[config.mk]
export PLATFORM = sky130hd
export DESIGN_NAME = scan_chain_ctrl
export DESIGN_NICKNAME = d
export VERILOG_FILES = /design/src/rtl/scan_chain_ctrl.sv
export SDC_FILE = /design/constraint.sdc
export NUM_CORES = 1
export LEC_CHECK = 0
export CAP_MARGIN = 20
export CORE_MARGIN = 2
export CORE_UTILIZATION = 35
export DETAILED_ROUTE_END_ITERATION = 10
export MAX_ROUTING_LAYER = met4
export PLACE_DENSITY_LB_ADDON = 0.15
export REMOVE_ABC_BUFFERS = 1
export SLEW_MARGIN = 20
export SYNTH_ARGS = -nofsm -noshare
export SYNTH_HDL_FRONTEND = slang
export SYNTH_SLANG_ARGS = --single-unit
[constraint.sdc]
create_clock -name CLK -period 3.65 [get_ports CLK]
set_clock_uncertainty 0.05 [all_clocks]
set_input_delay 0.73 -clock CLK [delete_from_list [all_inputs] [get_ports CLK]]
set_output_delay 0.73 -clock CLK [all_outputs]
set_load 0.03 [all_outputs]
[src/rtl/scan_chain_ctrl.sv]
`default_nettype none
// ============================================================================
//  Module   : scan_chain_ctrl
//  Purpose  : Sequences one posedge scan chain. It serially loads a test
//             pattern on TI with TE=1 and unloads the previous chain contents
//             from SO. Optional TE-low capture cycles follow. The unloaded
//             response is then presented on resp/resp_valid.
//  Options  : SCAN_CTRL_MISR_EN adds a 16-bit MISR signature (sig) over SO
//             with an IDLE-only clear (sig_clr).
//  Revision : 1.0  initial release
// ============================================================================
module scan_chain_ctrl #(
  parameter int CHAIN_LEN      = 16,
  parameter int CAPTURE_CYCLES = 1
`ifdef SCAN_CTRL_MISR_EN
  ,
  parameter logic [15:0] MISR_POLY = 16'h1021
`endif
) (
  input  logic                 CLK,
  input  logic                 R,
  input  logic                 start,
  input  logic                 capture_en,
  input  logic [CHAIN_LEN-1:0] pattern,
  output logic                 ready,
  output logic                 TE,
  output logic                 TI,
  input  logic                 SO,
`ifdef SCAN_CTRL_MISR_EN
  input  logic                 sig_clr,
  output logic [15:0]          sig,
`endif
  output logic                 cap_active,
  output logic [CHAIN_LEN-1:0] resp,
  output logic                 resp_valid
);

  localparam int CW  = $clog2(CHAIN_LEN + 1);
  localparam int CCW = (CAPTURE_CYCLES > 0) ? $clog2(CAPTURE_CYCLES + 1) : 1;

  localparam logic [CW-1:0]  SHIFT_LAST = CW'(CHAIN_LEN - 1);
  localparam logic [CCW-1:0] CAP_LAST   = CCW'((CAPTURE_CYCLES > 0) ? CAPTURE_CYCLES - 1 : 0);
  localparam logic           CAP_ON     = (CAPTURE_CYCLES > 0);

  localparam logic [1:0] S_IDLE    = 2'd0;
  localparam logic [1:0] S_SHIFT   = 2'd1;
  localparam logic [1:0] S_CAPTURE = 2'd2;

  logic [1:0]           state_q, state_d;
  logic [CW-1:0]        cnt_q, cnt_d;
  logic [CCW-1:0]       ccnt_q, ccnt_d;
  // Pattern bits still to be sent; bit0 was already placed on TI at accept.
  logic [CHAIN_LEN-2:0] pat_q, pat_d;
  logic [CHAIN_LEN-1:0] rsp_q, rsp_d;
  logic [CHAIN_LEN-1:0] resp_q, resp_d;
  logic                 cap_en_q, cap_en_d;
  logic                 ready_q, ready_d;
  logic                 te_q, te_d;
  logic                 ti_q, ti_d;
  logic                 capact_q, capact_d;
  logic                 valid_q, valid_d;

  // Response shifter after this edge's SO sample (first sampled bit lands in bit0).
  logic [CHAIN_LEN-1:0] w_rsp_shift;
  assign w_rsp_shift = {SO, rsp_q[CHAIN_LEN-1:1]};

  // Next-state logic for the sequencer.
  always_comb begin
    state_d  = state_q;
    cnt_d    = cnt_q;
    ccnt_d   = ccnt_q;
    pat_d    = pat_q;
    rsp_d    = rsp_q;
    resp_d   = resp_q;
    cap_en_d = cap_en_q;
    ready_d  = ready_q;
    te_d     = te_q;
    ti_d     = ti_q;
    capact_d = capact_q;
    valid_d  = valid_q;
    case (state_q)
      S_IDLE: begin
        if (start && ready_q) begin
          pat_d    = pattern[CHAIN_LEN-1:1];
          cap_en_d = capture_en;
          cnt_d    = '0;
          ready_d  = 1'b0;
          valid_d  = 1'b0;
          te_d     = 1'b1;
          ti_d     = pattern[0];
          state_d  = S_SHIFT;
        end
      end
      S_SHIFT: begin
        rsp_d = w_rsp_shift;
        pat_d = pat_q >> 1;
        ti_d  = pat_q[0];
        cnt_d = cnt_q + CW'(1);
        if (cnt_q == SHIFT_LAST) begin
          te_d = 1'b0;
          ti_d = 1'b0;
          if (cap_en_q && CAP_ON) begin
            capact_d = 1'b1;
            ccnt_d   = '0;
            state_d  = S_CAPTURE;
          end else begin
            resp_d  = w_rsp_shift;
            valid_d = 1'b1;
            ready_d = 1'b1;
            state_d = S_IDLE;
          end
        end
      end
      S_CAPTURE: begin
        ccnt_d = ccnt_q + CCW'(1);
        if (ccnt_q == CAP_LAST) begin
          capact_d = 1'b0;
          resp_d   = rsp_q;
          valid_d  = 1'b1;
          ready_d  = 1'b1;
          state_d  = S_IDLE;
        end
      end
      default: begin
        state_d = S_IDLE;
      end
    endcase
  end

  // Sequencer registers; async reset returns to an idle, chain-quiet state.
  always_ff @(posedge CLK or negedge R) begin
    if (!R) begin
      state_q  <= S_IDLE;
      cnt_q    <= '0;
      ccnt_q   <= '0;
      pat_q    <= '0;
      rsp_q    <= '0;
      resp_q   <= '0;
      cap_en_q <= 1'b0;
      ready_q  <= 1'b1;
      te_q     <= 1'b0;
      ti_q     <= 1'b0;
      capact_q <= 1'b0;
      valid_q  <= 1'b0;
    end else begin
      state_q  <= state_d;
      cnt_q    <= cnt_d;
      ccnt_q   <= ccnt_d;
      pat_q    <= pat_d;
      rsp_q    <= rsp_d;
      resp_q   <= resp_d;
      cap_en_q <= cap_en_d;
      ready_q  <= ready_d;
      te_q     <= te_d;
      ti_q     <= ti_d;
      capact_q <= capact_d;
      valid_q  <= valid_d;
    end
  end

  assign ready      = ready_q;
  assign TE         = te_q;
  assign TI         = ti_q;
  assign cap_active = capact_q;
  assign resp       = resp_q;
  assign resp_valid = valid_q;

`ifdef SCAN_CTRL_MISR_EN
  logic [15:0] sig_q, sig_d;

  // Signature next state: compress SO on shift edges, clear only while idle.
  always_comb begin
    sig_d = sig_q;
    if (state_q == S_SHIFT) begin
      sig_d = {sig_q[14:0], 1'b0} ^ (sig_q[15] ? MISR_POLY : 16'h0000) ^ {15'b0, SO};
    end else if ((state_q == S_IDLE) && sig_clr) begin
      sig_d = '0;
    end
  end

  // Signature register.
  always_ff @(posedge CLK or negedge R) begin
    if (!R) begin
      sig_q <= '0;
    end else begin
      sig_q <= sig_d;
    end
  end

  assign sig = sig_q;
`endif

endmodule
`default_nettype wire

==> results.cfg <==
[cts]
ctsHoldBuffers = 0
post_cts_buffers = 0
cts_max_path_buffers = 2
cts_made_buffers = 9
h-tree-depth = 3
path_clk_slew_ns = 0.07
cts.sinks = 61
cts_root_buffer = clkbuf_8
insertion_delay_ns = 0.34
cts_tree = yes
post_cts_resized = 0

[min_path]
hp-class = reg2reg

[logic_synthesis]
synth_seq_area_share_pct = 54.1
async_flop_share_pct = 100
synth_top_area_cell = dfrtp_1
synth_cell_type_count = 32
ys_warn_count = 0
syn-instance-count = 242
avgSynthCellArea_um2 = 11.7
ys_ff_latch = 61
ys.flop_type = dfrtp_1
synth-edff-count = 0
synth.area.top_cells = dfrtp_1, mux2i_1, mux2_2
yosys.area.top_type_share_pct = 53.2
synth_area_um2 = 2820

[power]
internal-power_mw = 1.90
switchingPower_mw = 1.24
p_clk_share_pct = 17.2
pwr-share-comb_pct = 45.0
power_density_nw_per_um2 = 902
switching_share_pct = 39.4
power_mw = 3.15
p_leak_nw = 1.45
seqPwrFrac_pct = 37.8
ir_worst_vdd_mv = 0.282

[floorplanning]
row_count = 32
io_pins = 42
core_area_um2 = 7770
die_w_um = 93.8
dieHeight_um = 93.8
dieArea_um2 = 8800
initial_core_util_pct = 36.3

[critical_path]
critPathKind = reg2reg
startpoint_type = flop
end_kind = flop
cp_cell_sequence = inv_1 > ha_2 > buf_4 > nor2b_1 > nor2_4 > nand3_1 > mux2_2
arrival_ns = 2.70
critPathMaxStageDelay_ns = 0.55
worstPathRequired_ns = 3.82
timing.critical_path.buf_inv = 2
crit_slowest_cell = ha_2
crit_family = adder cells
worstPathMaxFanout = 24

[global_routing]
grt_antenna_before_repair = 0
grt.overflow.total = 0
grt_pass1_wl_mm = 8.72
grt_max_degree = 44
first_global_vias = 1874
gr-usage-all-layers_pct = 13.3

[timing]
rsz0062_at_grt = no
slew_violations = 0
min_period_over_period_pct = 69.2
fmax_mhz = 396
period_needed_ns = 2.52
worst_slew_pin_slew_ns = 0.939
hold_viol = 0
maxSlewHeadroom_pct = 37.4
setup_viol = 0
tns_ns = 0

[detailed_routing]
wire_per_inst_um = 12.8
drcViolationCount = 0
ant_nets = 0
avgViaCountPerCell = 4.67
dr.pass1.iters = 6
dr_total_vias = 1835
wirelength_mm = 5.04
drt_iter0_markers = 79

[cells_and_area]
final_cell_mix = dfrtp_1, clkdlybuf4s50_1, mux2i_1, nand2_1, o21ai_0
syn_to_final_growth_pct = 23.6
fin_nets = 312
drive_above_1_share_pct = 20.6
diodes = 0
final_common_cell = dfrtp_1
instances_no_fill = 393
fin_area_um2 = 3490

[place]
port_buffers = 41
gp_congestion = 0.780
placed_cells = 377
place_area_um2 = 3310
dp_hpwl_mm = 3.37

[run]
cap_violations = 0

[status]
outcome = completed
sequential cells by signal (all words and copies together), names as in the netlist, 2 cells and up:
signal,flops
resp,16
rsp_q,16
pat_q,15
cnt_q,5
state_q,2
power groups by stage:
stage | logic [mW] | registers [mW] | clock network, mW
floorplan | 0.817 | 1.38 | 0
finish | 1.41 | 1.19 | 0.542
global placement | 1.43 | 1.20 | 0
CTS | 1.44 | 1.19 | 0.561
global route | 1.57 | 1.24 | 0.595
detailed placement | 1.44 | 1.21 | 0
logic make-up (layout without fill, tap and decap cells):
group	after synthesis	count (layout)	synth area share [%]
DFF	61	61	54.1
and+or+nand+nor	57	57	8.95
AOI/OAI and AO/OA	53	53	12.9
muxes	49	49	18.2
buffers and inverters	17	66	3.55
adders and majority gates	5	5	2.22
area by class of cell:
| cell class | instances | area, um2 |
|---|---|---|
| fillers | 752 | 4280 |
| inverters | 4 | 15.0 |
| multi-input cells | 164 | 1200 |
| clock buffers | 12 | 155 |
| well taps | 102 | 128 |
| repair buffers | 46 | 443 |
| flip-flops and latches | 61 | 1530 |
| clock inverters | 4 | 22.5 |
cell usage after synthesis (2+ instances only):
cell / number
nor2b_1: 2
a22oi_1: 2
and3_1: 2
a31oi_1: 2
inv_1: 4
dfrtp_1: 60
a21oi_1: 5
nor2_4: 2
nand3_1: 3
o21ai_0: 22
ha_1: 5
buf_6: 2
buf_4: 3
a21oi_2: 15
buf_2: 7
mux2_2: 19
nor2_1: 18
mux2i_1: 30
nand2_1: 26
worst paths after layout:
check,startpoint,to,slack [ns],depth (start not counted)
hold / removal,cnt_q[3],cnt_q[3],0.43,1
min in group asynchronous,R,resp[8],0.48,1
hold reg to reg,cnt_q[3],cnt_q[3],0.43,1
max in group asynchronous,R,pat_q[13],2.26,2
setup reg to reg,state_q[1],resp_valid,1.13,7
setup / recovery,state_q[1],resp_valid,1.13,7
layer usage:
layer  wire length, um  GRT usage, %  up-vias
li1                  -             -      932
met4               114          6.28        0
met1              2470          16.1      850
met5                 0             -        -
met2              2170          19.6       42
met3               287          5.38       11
metrics by stage:
stage | hold WS, ns | utilization (%) | setup WS (ns)
2_1_floorplan | 0.384 | - | 0.549
5_1_grt | 0.468 | 44.9 | 0.975
6_report | 0.430 | 44.9 | 1.13
4_1_cts | 0.430 | 44.9 | 1.09
3_5_place_dp | 0.416 | 42.6 | 1.03
3_3_place_gp | 0.414 | 42.6 | 1.08
worst reg2reg max path, delay by kind of cell (launching register included):
kind | cells | cell delay [ns]
fa+ha+maj | 1 | 0.55
simple gates | 3 | 0.55
buf+inv | 2 | 0.54
flops | 1 | 0.38
mux | 1 | 0.34
Power figures use the tool's default switching activity.
